[src/rtl/logic_axi4_lite_pkg.sv]
// logic_axi4_lite_pkg: AXI4-Lite response/access types and buffer sizing helpers.
package logic_axi4_lite_pkg;
    typedef enum logic [1:0] {RESPONSE_OKAY, RESPONSE_EXOKAY, RESPONSE_SLVERR, RESPONSE_DECERR} response_t;
    typedef logic [2:0] access_t;
    function automatic bit is_valid_depth(int depth);
        return depth == 0 || depth >= 2;
    endfunction
    function automatic int counter_width(int max);
        return $clog2(max + 1);
    endfunction
endpackage

[src/rtl/logic_pkg.sv]
// logic_pkg: implementation-target selection shared by the logic_* library.
package logic_pkg;
    typedef enum logic [1:0] {TARGET_GENERIC, TARGET_XILINX, TARGET_INTEL} target_t;
endpackage

[src/rtl/logic_axi4_lite_if.sv]
// logic_axi4_lite_if: AXI4-Lite bundle with slave/master views.
interface logic_axi4_lite_if
    import logic_axi4_lite_pkg::*;
#(
    parameter int DATA_BYTES = 4,
    parameter int ADDRESS_WIDTH = 1
);
    logic awvalid, awready, wvalid, wready, bvalid, bready, arvalid, arready, rvalid, rready;
    logic [ADDRESS_WIDTH-1:0] awaddr, araddr;
    access_t awprot, arprot;
    logic [DATA_BYTES*8-1:0] wdata, rdata;
    logic [DATA_BYTES-1:0] wstrb;
    response_t bresp, rresp;
    modport slave (
        input awvalid, awaddr, awprot, wvalid, wdata, wstrb, bready, arvalid, araddr, arprot, rready,
        output awready, wready, bvalid, bresp, arready, rvalid, rdata, rresp
    );
    modport master (
        output awvalid, awaddr, awprot, wvalid, wdata, wstrb, bready, arvalid, araddr, arprot, rready,
        input awready, wready, bvalid, bresp, arready, rvalid, rdata, rresp
    );
endinterface

[src/rtl/logic_axi4_lite_buffer_channel.sv]
// logic_axi4_lite_buffer_channel: one valid/ready channel, pass-through (DEPTH=0) or FIFO (DEPTH>=2).
module logic_axi4_lite_buffer_channel
    import logic_pkg::*;
    import logic_axi4_lite_pkg::*;
#(
    parameter int WIDTH = 1,
    parameter int DEPTH = 2,
    parameter target_t TARGET = TARGET_GENERIC
) (
    input  logic             clk,
    input  logic             rst,
    input  logic             rx_valid,
    output logic             rx_ready,
    input  logic [WIDTH-1:0] rx_data,
    output logic             tx_valid,
    input  logic             tx_ready,
    output logic [WIDTH-1:0] tx_data
);
    if (!is_valid_depth(DEPTH) || TARGET > TARGET_INTEL) begin : g_bad_config
        $error("logic_axi4_lite_buffer_channel: DEPTH must be 0 or >= 2 (got %0d)", DEPTH);
    end
    if (DEPTH == 0) begin : g_pass
        // No handshake may complete while the block is held in reset.
        assign tx_valid = rx_valid && !rst;
        assign rx_ready = tx_ready && !rst;
        assign tx_data  = rx_data;
    end else begin : g_fifo
        localparam int PW = $clog2(DEPTH);
        localparam int CW = $clog2(DEPTH + 1);
        logic [WIDTH-1:0] mem [DEPTH];
        logic [PW-1:0] wr_ptr, rd_ptr;
        logic [CW-1:0] count;
        logic push, pop;
        assign rx_ready = !rst && count != CW'(DEPTH);
        assign tx_valid = count != '0;
        assign tx_data  = mem[rd_ptr];
        assign push = rx_valid && rx_ready;
        assign pop  = tx_valid && tx_ready;
        always_ff @(posedge clk or posedge rst) begin
            if (rst) begin
                wr_ptr <= '0;
                rd_ptr <= '0;
                count  <= '0;
            end else begin
                if (push) wr_ptr <= (wr_ptr == PW'(DEPTH - 1)) ? '0 : wr_ptr + 1'b1;
                if (pop) rd_ptr <= (rd_ptr == PW'(DEPTH - 1)) ? '0 : rd_ptr + 1'b1;
                count <= count + CW'(push) - CW'(pop);
            end
        end
        always_ff @(posedge clk) begin
            if (push) mem[wr_ptr] <= rx_data;
        end
    end
endmodule

[src/rtl/logic_axi4_lite_buffer.sv]
// logic_axi4_lite_buffer: per-channel AXI4-Lite buffering with outstanding write/read limiters.
// Define LOGIC_AXI4_LITE_BUFFER_STATUS_EN to expose the counts and a sticky protocol_error flag.
module logic_axi4_lite_buffer
    import logic_pkg::*;
    import logic_axi4_lite_pkg::*;
#(
    parameter target_t TARGET = TARGET_GENERIC,
    parameter int DATA_BYTES = 4,
    parameter int ADDRESS_WIDTH = 1,
    parameter int AW_DEPTH = 2,
    parameter int W_DEPTH = 2,
    parameter int B_DEPTH = 2,
    parameter int AR_DEPTH = 2,
    parameter int R_DEPTH = 2,
    parameter int MAX_WRITES = 4,
    parameter int MAX_READS = 4
) (
    input logic aclk,
    input logic areset,
    logic_axi4_lite_if.slave slave,
    logic_axi4_lite_if.master master
`ifdef LOGIC_AXI4_LITE_BUFFER_STATUS_EN
    ,
    output logic [counter_width(MAX_WRITES)-1:0] write_outstanding,
    output logic [counter_width(MAX_READS)-1:0]  read_outstanding,
    output logic                                 protocol_error
`endif
);
    localparam int WCW = counter_width(MAX_WRITES);
    localparam int RCW = counter_width(MAX_READS);
    localparam int AXW = ADDRESS_WIDTH + 3;
    localparam int WW = DATA_BYTES * 9;
    localparam int RW = DATA_BYTES * 8 + 2;

    logic [1:0] rst_q;
    logic rst;
    logic [WCW-1:0] wcnt;
    logic [RCW-1:0] rcnt;
    logic aw_ok, ar_ok, aw_rdy, ar_rdy, aw_hs, b_hs, ar_hs, r_hs;
    logic [AXW-1:0] aw_out, ar_out;
    logic [WW-1:0] w_out;
    logic [1:0] b_out;
    logic [RW-1:0] r_out;

    // Reset asserts immediately and is released two aclk edges after areset drops.
    always_ff @(posedge aclk or posedge areset) begin
        if (areset) rst_q <= 2'b11;
        else rst_q <= {rst_q[0], 1'b0};
    end
    assign rst = rst_q[1];

    assign aw_ok = wcnt < WCW'(MAX_WRITES);
    assign ar_ok = rcnt < RCW'(MAX_READS);
    assign slave.awready = aw_rdy && aw_ok;
    assign slave.arready = ar_rdy && ar_ok;
    assign aw_hs = slave.awvalid && slave.awready;
    assign b_hs  = slave.bvalid && slave.bready;
    assign ar_hs = slave.arvalid && slave.arready;
    assign r_hs  = slave.rvalid && slave.rready;

    logic_axi4_lite_buffer_channel #(.WIDTH(AXW), .DEPTH(AW_DEPTH), .TARGET(TARGET)) u_aw (
        .clk(aclk), .rst, .rx_valid(slave.awvalid && aw_ok), .rx_ready(aw_rdy),
        .rx_data({slave.awprot, slave.awaddr}), .tx_valid(master.awvalid), .tx_ready(master.awready), .tx_data(aw_out)
    );
    assign {master.awprot, master.awaddr} = aw_out;

    logic_axi4_lite_buffer_channel #(.WIDTH(WW), .DEPTH(W_DEPTH), .TARGET(TARGET)) u_w (
        .clk(aclk), .rst, .rx_valid(slave.wvalid), .rx_ready(slave.wready),
        .rx_data({slave.wstrb, slave.wdata}), .tx_valid(master.wvalid), .tx_ready(master.wready), .tx_data(w_out)
    );
    assign {master.wstrb, master.wdata} = w_out;

    logic_axi4_lite_buffer_channel #(.WIDTH(2), .DEPTH(B_DEPTH), .TARGET(TARGET)) u_b (
        .clk(aclk), .rst, .rx_valid(master.bvalid), .rx_ready(master.bready),
        .rx_data(master.bresp), .tx_valid(slave.bvalid), .tx_ready(slave.bready), .tx_data(b_out)
    );
    assign slave.bresp = response_t'(b_out);

    logic_axi4_lite_buffer_channel #(.WIDTH(AXW), .DEPTH(AR_DEPTH), .TARGET(TARGET)) u_ar (
        .clk(aclk), .rst, .rx_valid(slave.arvalid && ar_ok), .rx_ready(ar_rdy),
        .rx_data({slave.arprot, slave.araddr}), .tx_valid(master.arvalid), .tx_ready(master.arready), .tx_data(ar_out)
    );
    assign {master.arprot, master.araddr} = ar_out;

    logic_axi4_lite_buffer_channel #(.WIDTH(RW), .DEPTH(R_DEPTH), .TARGET(TARGET)) u_r (
        .clk(aclk), .rst, .rx_valid(master.rvalid), .rx_ready(master.rready),
        .rx_data({master.rresp, master.rdata}), .tx_valid(slave.rvalid), .tx_ready(slave.rready), .tx_data(r_out)
    );
    assign slave.rresp = response_t'(r_out[RW-1 -: 2]);
    assign slave.rdata = r_out[RW-3:0];

    // Responses arriving with nothing outstanding leave the count at zero.
    always_ff @(posedge aclk or posedge rst) begin
        if (rst) begin
            wcnt <= '0;
            rcnt <= '0;
        end else begin
            if (aw_hs && !b_hs) wcnt <= wcnt + 1'b1;
            else if (b_hs && !aw_hs && wcnt != '0) wcnt <= wcnt - 1'b1;
            if (ar_hs && !r_hs) rcnt <= rcnt + 1'b1;
            else if (r_hs && !ar_hs && rcnt != '0) rcnt <= rcnt - 1'b1;
        end
    end

`ifdef LOGIC_AXI4_LITE_BUFFER_STATUS_EN
    always_ff @(posedge aclk or posedge rst) begin
        if (rst) protocol_error <= 1'b0;
        else if ((b_hs && wcnt == '0) || (r_hs && rcnt == '0)) protocol_error <= 1'b1;
    end
    assign write_outstanding = wcnt;
    assign read_outstanding  = rcnt;
`endif
endmodule
[src/flat_wrapper.sv]
// flat-port wrapper written by rule: the top's interface ports become plain ports
module logic_axi4_lite_buffer_flat import logic_pkg::*; import logic_axi4_lite_pkg::*;
#(
    parameter target_t TARGET = TARGET_GENERIC,
    parameter int DATA_BYTES = 4,
    parameter int ADDRESS_WIDTH = 1,
    parameter int AW_DEPTH = 2,
    parameter int W_DEPTH = 2,
    parameter int B_DEPTH = 2,
    parameter int AR_DEPTH = 2,
    parameter int R_DEPTH = 2,
    parameter int MAX_WRITES = 4,
    parameter int MAX_READS = 4
)
  (aclk, areset, slave_awvalid, slave_awaddr, slave_awprot, slave_wvalid, slave_wdata, slave_wstrb, slave_bready, slave_arvalid, slave_araddr, slave_arprot, slave_rready, slave_awready, slave_wready, slave_bvalid, slave_bresp, slave_arready, slave_rvalid, slave_rdata, slave_rresp, master_awvalid, master_awaddr, master_awprot, master_wvalid, master_wdata, master_wstrb, master_bready, master_arvalid, master_araddr, master_arprot, master_rready, master_awready, master_wready, master_bvalid, master_bresp, master_arready, master_rvalid, master_rdata, master_rresp);
  logic_axi4_lite_if #(.DATA_BYTES(DATA_BYTES), .ADDRESS_WIDTH(ADDRESS_WIDTH)) slave_i ();
  logic_axi4_lite_if #(.DATA_BYTES(DATA_BYTES), .ADDRESS_WIDTH(ADDRESS_WIDTH)) master_i ();
  input logic aclk;
  input logic areset;
  input wire logic [$bits(slave_i.awvalid)-1:0] slave_awvalid;
  input wire logic [$bits(slave_i.awaddr)-1:0] slave_awaddr;
  input wire logic [$bits(slave_i.awprot)-1:0] slave_awprot;
  input wire logic [$bits(slave_i.wvalid)-1:0] slave_wvalid;
  input wire logic [$bits(slave_i.wdata)-1:0] slave_wdata;
  input wire logic [$bits(slave_i.wstrb)-1:0] slave_wstrb;
  input wire logic [$bits(slave_i.bready)-1:0] slave_bready;
  input wire logic [$bits(slave_i.arvalid)-1:0] slave_arvalid;
  input wire logic [$bits(slave_i.araddr)-1:0] slave_araddr;
  input wire logic [$bits(slave_i.arprot)-1:0] slave_arprot;
  input wire logic [$bits(slave_i.rready)-1:0] slave_rready;
  output wire logic [$bits(slave_i.awready)-1:0] slave_awready;
  output wire logic [$bits(slave_i.wready)-1:0] slave_wready;
  output wire logic [$bits(slave_i.bvalid)-1:0] slave_bvalid;
  output wire logic [$bits(slave_i.bresp)-1:0] slave_bresp;
  output wire logic [$bits(slave_i.arready)-1:0] slave_arready;
  output wire logic [$bits(slave_i.rvalid)-1:0] slave_rvalid;
  output wire logic [$bits(slave_i.rdata)-1:0] slave_rdata;
  output wire logic [$bits(slave_i.rresp)-1:0] slave_rresp;
  output wire logic [$bits(master_i.awvalid)-1:0] master_awvalid;
  output wire logic [$bits(master_i.awaddr)-1:0] master_awaddr;
  output wire logic [$bits(master_i.awprot)-1:0] master_awprot;
  output wire logic [$bits(master_i.wvalid)-1:0] master_wvalid;
  output wire logic [$bits(master_i.wdata)-1:0] master_wdata;
  output wire logic [$bits(master_i.wstrb)-1:0] master_wstrb;
  output wire logic [$bits(master_i.bready)-1:0] master_bready;
  output wire logic [$bits(master_i.arvalid)-1:0] master_arvalid;
  output wire logic [$bits(master_i.araddr)-1:0] master_araddr;
  output wire logic [$bits(master_i.arprot)-1:0] master_arprot;
  output wire logic [$bits(master_i.rready)-1:0] master_rready;
  input wire logic [$bits(master_i.awready)-1:0] master_awready;
  input wire logic [$bits(master_i.wready)-1:0] master_wready;
  input wire logic [$bits(master_i.bvalid)-1:0] master_bvalid;
  input wire logic [$bits(master_i.bresp)-1:0] master_bresp;
  input wire logic [$bits(master_i.arready)-1:0] master_arready;
  input wire logic [$bits(master_i.rvalid)-1:0] master_rvalid;
  input wire logic [$bits(master_i.rdata)-1:0] master_rdata;
  input wire logic [$bits(master_i.rresp)-1:0] master_rresp;
  assign slave_i.awvalid = slave_awvalid;
  assign slave_i.awaddr = slave_awaddr;
  assign slave_i.awprot = slave_awprot;
  assign slave_i.wvalid = slave_wvalid;
  assign slave_i.wdata = slave_wdata;
  assign slave_i.wstrb = slave_wstrb;
  assign slave_i.bready = slave_bready;
  assign slave_i.arvalid = slave_arvalid;
  assign slave_i.araddr = slave_araddr;
  assign slave_i.arprot = slave_arprot;
  assign slave_i.rready = slave_rready;
  assign slave_awready = slave_i.awready;
  assign slave_wready = slave_i.wready;
  assign slave_bvalid = slave_i.bvalid;
  assign slave_bresp = slave_i.bresp;
  assign slave_arready = slave_i.arready;
  assign slave_rvalid = slave_i.rvalid;
  assign slave_rdata = slave_i.rdata;
  assign slave_rresp = slave_i.rresp;
  assign master_awvalid = master_i.awvalid;
  assign master_awaddr = master_i.awaddr;
  assign master_awprot = master_i.awprot;
  assign master_wvalid = master_i.wvalid;
  assign master_wdata = master_i.wdata;
  assign master_wstrb = master_i.wstrb;
  assign master_bready = master_i.bready;
  assign master_arvalid = master_i.arvalid;
  assign master_araddr = master_i.araddr;
  assign master_arprot = master_i.arprot;
  assign master_rready = master_i.rready;
  assign master_i.awready = master_awready;
  assign master_i.wready = master_wready;
  assign master_i.bvalid = master_bvalid;
  assign master_i.bresp = master_bresp;
  assign master_i.arready = master_arready;
  assign master_i.rvalid = master_rvalid;
  assign master_i.rdata = master_rdata;
  assign master_i.rresp = master_rresp;
  logic_axi4_lite_buffer #(.TARGET(TARGET), .DATA_BYTES(DATA_BYTES), .ADDRESS_WIDTH(ADDRESS_WIDTH), .AW_DEPTH(AW_DEPTH), .W_DEPTH(W_DEPTH), .B_DEPTH(B_DEPTH), .AR_DEPTH(AR_DEPTH), .R_DEPTH(R_DEPTH), .MAX_WRITES(MAX_WRITES), .MAX_READS(MAX_READS)) u_core (.aclk(aclk), .areset(areset), .slave(slave_i), .master(master_i));
endmodule
[config.mk]
export PLATFORM = sky130hd
export DESIGN_NAME = logic_axi4_lite_buffer_flat
export DESIGN_NICKNAME = d
export VERILOG_FILES = /design/src/rtl/logic_axi4_lite_pkg.sv /design/src/rtl/logic_pkg.sv /design/src/rtl/logic_axi4_lite_if.sv /design/src/rtl/logic_axi4_lite_buffer_channel.sv /design/src/rtl/logic_axi4_lite_buffer.sv /design/src/flat_wrapper.sv
export SDC_FILE = /design/constraint.sdc
export NUM_CORES = 1
export LEC_CHECK = 0
export ABC_AREA = 1
export CORE_AREA = 4 4 153 155
export DETAILED_ROUTE_END_ITERATION = 6
export DIE_AREA = 0 0 157 159
export PLACE_DENSITY = 0.57
export SLEW_MARGIN = 20
export SYNTH_ARGS = -nofsm -noshare
export SYNTH_HDL_FRONTEND = slang
export SYNTH_HIERARCHICAL = 1
export SYNTH_SLANG_ARGS = --single-unit
[constraint.sdc]
create_clock -name aclk -period 1.6 [get_ports aclk]
set_clock_uncertainty 0.2 [all_clocks]
set_input_delay 0.32 -clock aclk [delete_from_list [all_inputs] [get_ports aclk]]
set_output_delay 0.32 -clock aclk [all_outputs]
set_load 0.05 [all_outputs]
Word-level counts from Yosys, hierarchy flattened
Memory sizes are Yosys's and may differ from the RTL's.
Index checks and enable logic that the tools add are counted.
Widths: inputs -> output; s select.
{"block": "op_classes", "n_addsub": 24, "magnitude_cmp": 2, "eq_ne": 5, "muxes": 24, "n_reduce_logical": 41}
{"cell": "$logic_and 1x1->1", "n": 27}
{"cell": "$mux 1", "n": 20}
{"cell": "$reduce_bool 2->1", "n": 7}
{"cell": "$mux 3", "n": 4}
{"cell": "$add 1x1->1 const B", "n": 10}
{"cell": "$add 2x1->2", "n": 5}
{"cell": "$ne 2x2->1 const B", "n": 5}
{"cell": "$sub 2x1->2", "n": 5}
{"cell": "$add 3x1->3 const B", "n": 2}
{"cell": "$lt 3x3->1 const B", "n": 2}
{"cell": "$reduce_bool 3->1", "n": 2}
{"cell": "$sub 3x1->3 const B", "n": 2}
{"cell": "$logic_not 1->1", "n": 5}
{"block": "totals", "regBits": 28, "ramBits": 160, "inputBits": 92, "output_inout_bits": 90, "wordCells": 119, "n_memories": 5}
{"memory": "u_core.u_w.g_fifo.mem", "depth": 2, "word_bits": 36, "rd": 1, "rd_clocked_by_memory_dff": 0, "wr": 1, "line": "logic_axi4_lite_buffer_channel.sv:30", "text": "logic [WIDTH-1:0] mem [DEPTH];"}
{"memory": "u_core.u_r.g_fifo.mem", "depth": 2, "word_bits": 34, "rd": 1, "rd_clocked_by_memory_dff": 0, "wr": 1, "line": "logic_axi4_lite_buffer_channel.sv:30"}
{"memory": "u_core.u_ar.g_fifo.mem", "depth": 2, "word_bits": 4, "rd": 1, "rd_clocked_by_memory_dff": 0, "wr": 1, "line": "logic_axi4_lite_buffer_channel.sv:30"}
{"memory": "u_core.u_aw.g_fifo.mem", "depth": 2, "word_bits": 4, "rd": 1, "rd_clocked_by_memory_dff": 0, "wr": 1, "line": "logic_axi4_lite_buffer_channel.sv:30"}
{"memory": "u_core.u_b.g_fifo.mem", "depth": 2, "word_bits": 2, "rd": 1, "rd_clocked_by_memory_dff": 0, "wr": 1, "line": "logic_axi4_lite_buffer_channel.sv:30"}

Logic depth before layout (Yosys ltp)
Gate-level depths: netlist (run 1).
{"block": "depth", "word_depth": 9, "depth_mapped": 10, "ltp_nobuf": 10}

Cells and area by module
Netlist (run 1), hierarchy kept.
{"module": "logic_axi4_lite_buffer_channel (u_core.u_w)", "n_inst": 1, "cells_each": 221, "area_each_um2": 2872.8, "seq_area_each_um2": 2262.2}
{"module": "logic_axi4_lite_buffer_channel (u_core.u_r)", "n_inst": 1, "cells_each": 211, "area_each_um2": 2775.2, "seq_area_each_um2": 2142.1}
{"module": "logic_axi4_lite_buffer_channel (u_core.u_ar ...)", "n_inst": 2, "cells_each": 54, "area_each_um2": 530.5, "seq_area_each_um2": 340.3}
{"module": "logic_axi4_lite_buffer", "n_inst": 1, "cells_each": 68, "area_each_um2": 503.0, "seq_area_each_um2": 202.7}
{"module": "logic_axi4_lite_buffer_channel (u_core.u_b)", "n_inst": 1, "cells_each": 43, "area_each_um2": 389.1, "seq_area_each_um2": 220.2}

Worst setup path after synthesis (run 1)
OpenSTA, ideal clock, no wires.
{"block": "synth_timing", "path_type": "reg2reg", "startpoint": "register u_core.rst_q[1]", "endpoint": "memory u_core/u_w/g_fifo.mem[1][0] in the netlist's numbering (enable)", "setup_time_ps": 429, "t_arrival_ps": 2226, "required_time_ps": 971, "path_slack_ps": -1255, "path_stages_with_launch": 4, "n_path_buf": 0, "period_less_slack_ps": 2855, "path_cell_list": "dfstp_2 > inv_1 > nand3_1 > nor2_1"}
{"block": "synth_between", "elab_chain_cells": 5}
{"item": "start: declaration", "line": "logic_axi4_lite_buffer.sv:35", "text": "logic [1:0] rst_q;"}
{"item": "start signal: assignment", "line": "logic_axi4_lite_buffer.sv:48", "text": "else rst_q <= {rst_q[0], 1'b0};"}
{"item": "$logic_not 1->1", "line": "logic_axi4_lite_buffer_channel.sv:34", "text": "assign rx_ready = !rst && count != CW'(DEPTH);"}
{"item": "$logic_and 1x1->1", "line": "logic_axi4_lite_buffer_channel.sv:34"}
{"item": "$logic_and 1x1->1", "line": "logic_axi4_lite_buffer_channel.sv:37", "text": "assign push = rx_valid && rx_ready;"}
{"item": "$mux 1", "line": "logic_axi4_lite_buffer_channel.sv:51", "text": "if (push) mem[wr_ptr] <= rx_data;"}
{"item": "$mux 1 (not written as such)", "line": "logic_axi4_lite_buffer_channel.sv:51"}
{"item": "end: declaration", "line": "logic_axi4_lite_buffer_channel.sv:30"}
Every way passes these cells.

Final worst setup path (run 1)
{"block": "layout_timing", "startpoint": "register u_core.rst_q[1]", "endpoint": "output port slave_awready"}
{"block": "layout_between", "elab_chain_cells": 3}
{"item": "$logic_not 1->1", "line": "logic_axi4_lite_buffer_channel.sv:34"}
{"item": "$logic_and 1x1->1", "line": "logic_axi4_lite_buffer_channel.sv:34"}
{"item": "named net u_core.aw_rdy", "line": "logic_axi4_lite_buffer.sv:39", "text": "logic aw_ok, ar_ok, aw_rdy, ar_rdy, aw_hs, b_hs, ar_hs, r_hs;"}
{"item": "$logic_and 1x1->1", "line": "logic_axi4_lite_buffer.sv:54", "text": "assign slave.awready = aw_rdy && aw_ok;"}
{"item": "end: declaration", "line": "flat_wrapper.sv:31", "text": "output wire logic [$bits(slave_i.awready)-1:0] slave_awready;"}
The timed path passes the listed nets, and every way through them passes these cells.

==> impl_metrics.env, run 1 <==
export IMPL_h_tree_depth=4
export IMPL_nets=1040
export IMPL_synth_top_family_by_area="simple AND/OR/NAND/NOR gates"
export IMPL_critPathRequiredTime_ns=1.08
export IMPL_drive_above_1_share_pct=37.5
export IMPL_fin_cells=1230
export IMPL_power_mw=23.4
export IMPL_viasPerCell=4.33
export IMPL_port_buffers=181
export IMPL_drt_iter0_drc=238
export IMPL_grt_first_pass_wirelength_mm=27.2
export IMPL_cts_root_buf="clkbuf_16"
export IMPL_setup_tns_ns=-47.89
export IMPL_fmaxAchievable_ghz=0.499
export IMPL_seqPwrFrac_pct=28.9
export IMPL_async_flop_share_pct=14.9
export IMPL_synth_area_um2=7600
export IMPL_gp_congestion=0.766
export IMPL_start_util_pct=34.8
export IMPL_drv_cap=0
export IMPL_p_leak_nw=5.09
export IMPL_num_rows=54
export IMPL_tritoncts="built"
export IMPL_grt_pass1_vias=5443
export IMPL_hold_viol=0
export IMPL_synth_compound_area_share_pct=0.691
export IMPL_wirelength_mm=17.1
export IMPL_cts_buffer_depth=2
export IMPL_violations="negative setup slack"
export IMPL_synth_edf_count=160
export IMPL_ir_worst_vdd_v=0.00107
export IMPL_yosysWarnings=6
export IMPL_slew_violations=0
export IMPL_syn_nets=755
export IMPL_die_h_um=159
export IMPL_overflow=0
export IMPL_dr_total_vias=5332
export IMPL_seq_area_frac_synth_pct=72.5
export IMPL_min_period_ns=2.00
export IMPL_synth_fa_ha_area_share_pct=2.17
export IMPL_synth_seq_cells=188
export IMPL_crit_type="reg2out"
export IMPL_ys_flop_type="edfxtp_1"
export IMPL_yosysUniqueCellTypes=24
export IMPL_syn_to_final_growth_pct=55.9
export IMPL_setup_slack_ns=-0.404
export IMPL_crit_fanout=6
export IMPL_power_frac_clock_pct=16.9
export IMPL_intPower_mw=13.4
export IMPL_die_w_um=157
export IMPL_syn_inst=651
export IMPL_synthSimpleGateAreaFrac_pct=19.2
export IMPL_mostFrequentLayoutCells="nand2_1, edfxtp_1, clkdlybuf4s50_1, buf_4, nand2_2"
export IMPL_endpoint_kind="primary output"
export IMPL_syn_area_per_cell_um2=11.7
export IMPL_firstDrtPassIters=4
export IMPL_clock_sinks=188
export IMPL_pwr_share_comb_pct=54.2
export IMPL_outcome="finished with violations"
export IMPL_placed_cells=1178
export IMPL_rsz0062_at_grt="true"
export IMPL_path_clk_slew_ns=0.07
export IMPL_clock_latency_ns=0.42
export IMPL_antenna_found_initial=2
export IMPL_grt_max_degree=36
export IMPL_fin_crit_sh_pct=125
export IMPL_p_per_area_nw_per_um2=1970
export IMPL_place_area_um2=10400
export IMPL_synth_xor_area_share_pct=0
export IMPL_drc=0
export IMPL_sw_frac_of_total_pct=42.5
export IMPL_core_um2=21800
export IMPL_cp_arrival_ns=1.48
export IMPL_pin_count=182
export IMPL_mostFrequentLayoutCell="nand2_1"
export IMPL_post_drt_wl_per_cell_um=13.9
export IMPL_dpl_hpwl_mm=12.1
export IMPL_crit_path_start_kind="register"
export IMPL_final_area_um2=11900
export IMPL_setup_viol=259
export IMPL_switchingPower_mw=9.93
export IMPL_grtUsageTotal_pct=13.9
export IMPL_dieArea_um2=25000
export IMPL_ant_nets=0
export IMPL_synthMuxAreaShare_pct=0
export IMPL_hold_path_class="reg2reg"
export IMPL_numCtsBuffers=17
## cells by family (layout without fill, tap and decap cells)
kind of cell / after synthesis / in the layout
fa+ha+maj: 12 / 12
other cells: 1 / 2
compound gates: 10 / 10
buf+inv: 83 / 381
flops: 188 / 188
simple gates: 357 / 357
## cell usage after synthesis, types with 2 or more instances
library cell | count | share of area, %
a21oi_1 | 5 | 0.33
a31oi_1 | 2 | 0.16
buf_4 | 5 | 0.49
buf_6 | 8 | 1.2
dfrtp_1 | 26 | 8.6
dfstp_2 | 2 | 0.69
edfxtp_1 | 160 | 63
fa_1 | 2 | 0.53
ha_1 | 10 | 1.6
inv_1 | 64 | 3.2
inv_2 | 4 | 0.20
nand2_1 | 302 | 15
nand2_2 | 15 | 1.2
nand3_1 | 18 | 1.2
nand3_2 | 5 | 0.66
nand4_1 | 5 | 0.41
nor2_1 | 9 | 0.44
o21ai_0 | 3 | 0.20
## per-stage QoR
stage	hold slack (ns)	utilization, %	setup slack, ns
after global routing	0.170	54.3	-0.472
after detailed placement	0.152	47.6	-0.463
after global placement	0.149	47.6	-0.438
after floorplan	-0.0119	-	-0.394
final	0.162	54.3	-0.404
after CTS	0.163	53.5	-0.439
## cell type report
cell class                      count  area, um^2
Antenna cell                        1        2.50
Clock buffer                       17         425
Clock inverter                     15         136
Fill cell                        1893        9970
Inverter                           69         293
Multi-Input combinational cell    380        2070
Sequential cell                   188        5510
Tap cell                          280         350
Timing Repair Buffer              280        3060
## sequential cells by signal, summed over array words and instances (netlist names), 2 cells and up
name                      count
u_core/u_w/g_fifo.mem        72
u_core/u_r/g_fifo.mem        68
u_core/u_ar/g_fifo.mem        8
u_core/u_aw/g_fifo.mem        8
u_core/u_b/g_fifo.mem         4
u_core/rcnt                   3
u_core/wcnt                   3
u_core/rst_q                  2
u_core/u_ar/g_fifo.count      2
u_core/u_aw/g_fifo.count      2
u_core/u_b/g_fifo.count       2
u_core/u_r/g_fifo.count       2
u_core/u_w/g_fifo.count       2
## worst max-delay path, stage by stage, from the launching register on
cell and delay [ns]:
dfstp_2 0.64, a21oi_2 0.06, inv_2 0.07, nor2_4 0.04, buf_6 0.12, buf_12 0.13
## power groups by stage
stage	Sequential, mW	Combinational [mW]	Clock, mW
after global placement	6.73	10.8	0
after CTS	6.72	12.5	4.09
final	6.75	12.7	3.95
after global routing	6.85	13.5	4.31
after floorplan	6.69	6.85	0
after detailed placement	6.75	10.9	0
## final timing paths
check / startpoint / end / slack [ns] / cells past startpoint
max: u_core/rst_q[1] / slave_awready / -0.40 / 5
min: u_core/rst_q[0] / u_core/rst_q[1] / 0.16 / 0
max reg2reg: u_core/rst_q[1] / u_core/wcnt[1] / -0.28 / 8
min reg2reg: u_core/rst_q[0] / u_core/rst_q[1] / 0.16 / 0
max in group asynchronous: areset / u_core/rst_q[1] / 0.60 / 3
min in group asynchronous: u_core/rst_q[1] / u_core/wcnt[2] / 0.19 / 2
## layer usage
layer / part of all wire, % / track usage (%) / vias to the layer above
met1: 40 / 16.2 / 2494
li1: - / - / 2695
met5: 0.059 / 0 / -
met2: 52 / 23.9 / 109
met4: 2.9 / 5.68 / 2
met3: 5.3 / 4.08 / 32
## what timing repair did
| item | 4_1_cts | 5_1_grt |
|---|---|---|
| buffers inserted | 20 | 4 |
| hold endpoints to repair | 2 | 0 |
| resized for setup | 178 | 47 |
| pin swaps | 26 | 19 |
| endpoints found under the setup margin | 237 | 267 |
| hold buffers | 1 | 0 |
(Power assumes the default switching activity.)
==> run 2, diff against run 1 <==
--- a/config.mk
+++ b/config.mk
@@ -9,7 +9,6 @@
 export CORE_AREA = 4 4 153 155
 export DETAILED_ROUTE_END_ITERATION = 6
 export DIE_AREA = 0 0 157 159
-export PLACE_DENSITY = 0.57
 export SLEW_MARGIN = 20
 export SYNTH_ARGS = -nofsm -noshare
 export SYNTH_HDL_FRONTEND = slang
==> constraint.sdc (replaced) <==
create_clock -name aclk -period 2.3 [get_ports aclk]
set_clock_uncertainty 0.2 [all_clocks]
set_input_delay 0.46 -clock aclk [delete_from_list [all_inputs] [get_ports aclk]]
set_output_delay 0.46 -clock aclk [all_outputs]
set_load 0.01 [all_outputs]
==> run 2 against run 1 <==
  * The run now ends clean
  * First-iteration DRC count rose by 1.3%
  * Design area fell by 12%
  * Critical path type unchanged
  * Final cell count fell by 5.7%
  * Combinational power fell by 66%
  * Worst hold slack got worse by 0.010 ns
  * Global-route usage fell by 0.56 points
  * Critical endpoint is now slave_rdata[25]
  * Clock-buffer cell count rose by 2
  * Power fell by 50%
==> impl_metrics.env, run 2 (synthesis gave the netlist of run 1 again) <==
export IMPL_die_h_um=159
export IMPL_core_um2=21800
export IMPL_numCtsBuffers=17
export IMPL_ant_nets=0
export IMPL_grt_first_pass_wirelength_mm=26.1
export IMPL_port_buffers=181
export IMPL_tritoncts="built"
export IMPL_dpl_hpwl_mm=11.5
export IMPL_drc=0
export IMPL_drv_cap=0
export IMPL_holdBufCountCts=0
export IMPL_die_w_um=157
export IMPL_fin_cells=1160
export IMPL_largest_register_ffs=72
export IMPL_cp_arrival_ns=1.59
export IMPL_crit_path_start_kind="register"
export IMPL_grtUsageTotal_pct=13.4
export IMPL_clock_sinks=188
export IMPL_top_register="u_core/u_w/g_fifo.mem"
export IMPL_nets=969
export IMPL_reg2reg_to="u_core/u_r/g_fifo.count[1]"
export IMPL_wirelength_mm=16.7
export IMPL_num_rows=54
export IMPL_cts_buffer_depth=2
export IMPL_crit_type="reg2out"
export IMPL_grt_max_degree=37
export IMPL_ir_worst_vdd_v=0.000538
export IMPL_top_regs="u_core/u_w/g_fifo.mem: 72 flops, u_core/u_r/g_fifo.mem: 68 flops"
export IMPL_p_leak_nw=4.55
export IMPL_rsz0062_at_grt="true"
export IMPL_dr_total_vias=5031
export IMPL_critPathRequiredTime_ns=1.64
export IMPL_cts_root_buf="clkbuf_16"
export IMPL_dieArea_um2=25000
export IMPL_antenna_found_initial=2
export IMPL_gp_congestion=0.724
export IMPL_viasPerCell=4.34
export IMPL_path_clk_slew_ns=0.07
export IMPL_post_drt_wl_per_cell_um=14.4
export IMPL_hold_viol=0
export IMPL_placed_cells=1115
export IMPL_place_area_um2=9820
export IMPL_r2r_cells=11
export IMPL_hold_path_class="in2async"
export IMPL_drt_iter0_drc=241
export IMPL_clock_latency_ns=0.42
export IMPL_startpoint="u_core/u_r/g_fifo.rd_ptr"
export IMPL_final_area_um2=10500
export IMPL_crit_fanout=18
export IMPL_fin_util_pct=48.0
export IMPL_slew_violations=0
export IMPL_fin_crit_sh_pct=97.8
export IMPL_fmaxAchievable_ghz=0.444
export IMPL_firstDrtPassIters=6
export IMPL_rr_startpoint="u_core/rst_q[1]"
export IMPL_p_per_area_nw_per_um2=1120
export IMPL_setup_viol=0
export IMPL_overflow=0
export IMPL_mostFrequentLayoutCells="nand2_1, edfxtp_1, clkdlybuf4s50_1, inv_1, dlygate4sd2_1"
export IMPL_pin_count=182
export IMPL_h_tree_depth=4
export IMPL_setup_worst_path_end="slave_rdata[25]"
export IMPL_mostFrequentLayoutCell="nand2_1"
export IMPL_rrSetupSlack_ns=0.17
export IMPL_start_util_pct=34.8
export IMPL_grt_pass1_vias=4856
export IMPL_drive_above_1_share_pct=12.8
export IMPL_syn_to_final_growth_pct=37.8
export IMPL_endpoint_kind="primary output"
export IMPL_min_period_ns=2.25
export IMPL_outcome="finished clean"
==> run 2: cell count changes in the layout (fill, tap and decap cells not counted), sizes merged, moves of 3 or more <==
cell / previous run / this run
clkinv: 10 / 6
clkdlybuf4s15: 0 / 23
buf: 188 / 25
dlymetal6s2s: 0 / 3
dlygate4sd2: 0 / 45
clkbuf: 17 / 37
clkdlybuf4s50: 91 / 94
==> run 2: timing repair <==
action | in CTS | in global routing
setup endpoints to repair | 85 | 48
buffers inserted | 5 | 3
gates cloned | 1 | 2
gates resized for setup | 104 | 63
==> run 2: worst min path at each step <==
stage	start	end	slack, ns	cells past startpoint
final	areset	u_core/rst_q[1]	0.15	2
after global routing	areset	u_core/rst_q[0]	0.15	2
after CTS	areset	u_core/rst_q[0]	0.13	2
after detailed placement	u_core/rst_q[1]	u_core/u_aw/g_fifo.rd_ptr	0.11	1
after global placement	u_core/rst_q[1]	u_core/u_ar/g_fifo.count[0]	0.09	1
after floorplan	u_core/rst_q[1]	u_core/u_r/g_fifo.count[0]	-0.008	1
==> run 2: critical path: stages (launching register included) <==
cell and delay, ns:
dfrtp_4 0.51, buf_4 0.18, inv_16 0.10, nand2_2 0.05
nand2_1 0.07, clkdlybuf4s15_1 0.27
==> run 2: final cells by class <==
cell class	count	area, um^2
repair inverters	1	16.3
repair buffers	208	2030
diodes	2	5.00
multi-input cells	380	1700
inverters	69	278
fillers	2026	11400
flip-flops and latches	188	5520
clock buffers	19	433
well taps	280	350
clock inverters	13	139
==> run 2: stage by stage <==
| stage | worst slack (ns) | hold WS (ns) | total power [mW] | TNS (ns) |
|---|---|---|---|---|
| after floorplan | 0.0319 | -0.00833 | 7.11 | 0 |
| after global placement | 0.0917 | 0.0923 | 9.22 | 0 |
| after detailed placement | 0.0644 | 0.105 | 9.25 | 0 |
| after CTS | -0.204 | 0.133 | 11.8 | -0.204 |
| after global routing | -0.0222 | 0.148 | 12.6 | -0.0222 |
| final | 0.0496 | 0.152 | 11.8 | 0 |
==> run 2: report_power, final <==
part | internal, mW | switching (mW)
Sequential | 4.34 | 0.309
Combinational | 1.83 | 2.47
Clock | 1.53 | 1.30
==> run 2: metal layers <==
metal	vias up	routed length, um	global-route usage [%]
li1	2547	-	-
met1	2352	7100	16.9
met2	118	8520	22.3
met3	14	868	3.40
met4	0	244	4.62
met5	-	0	0
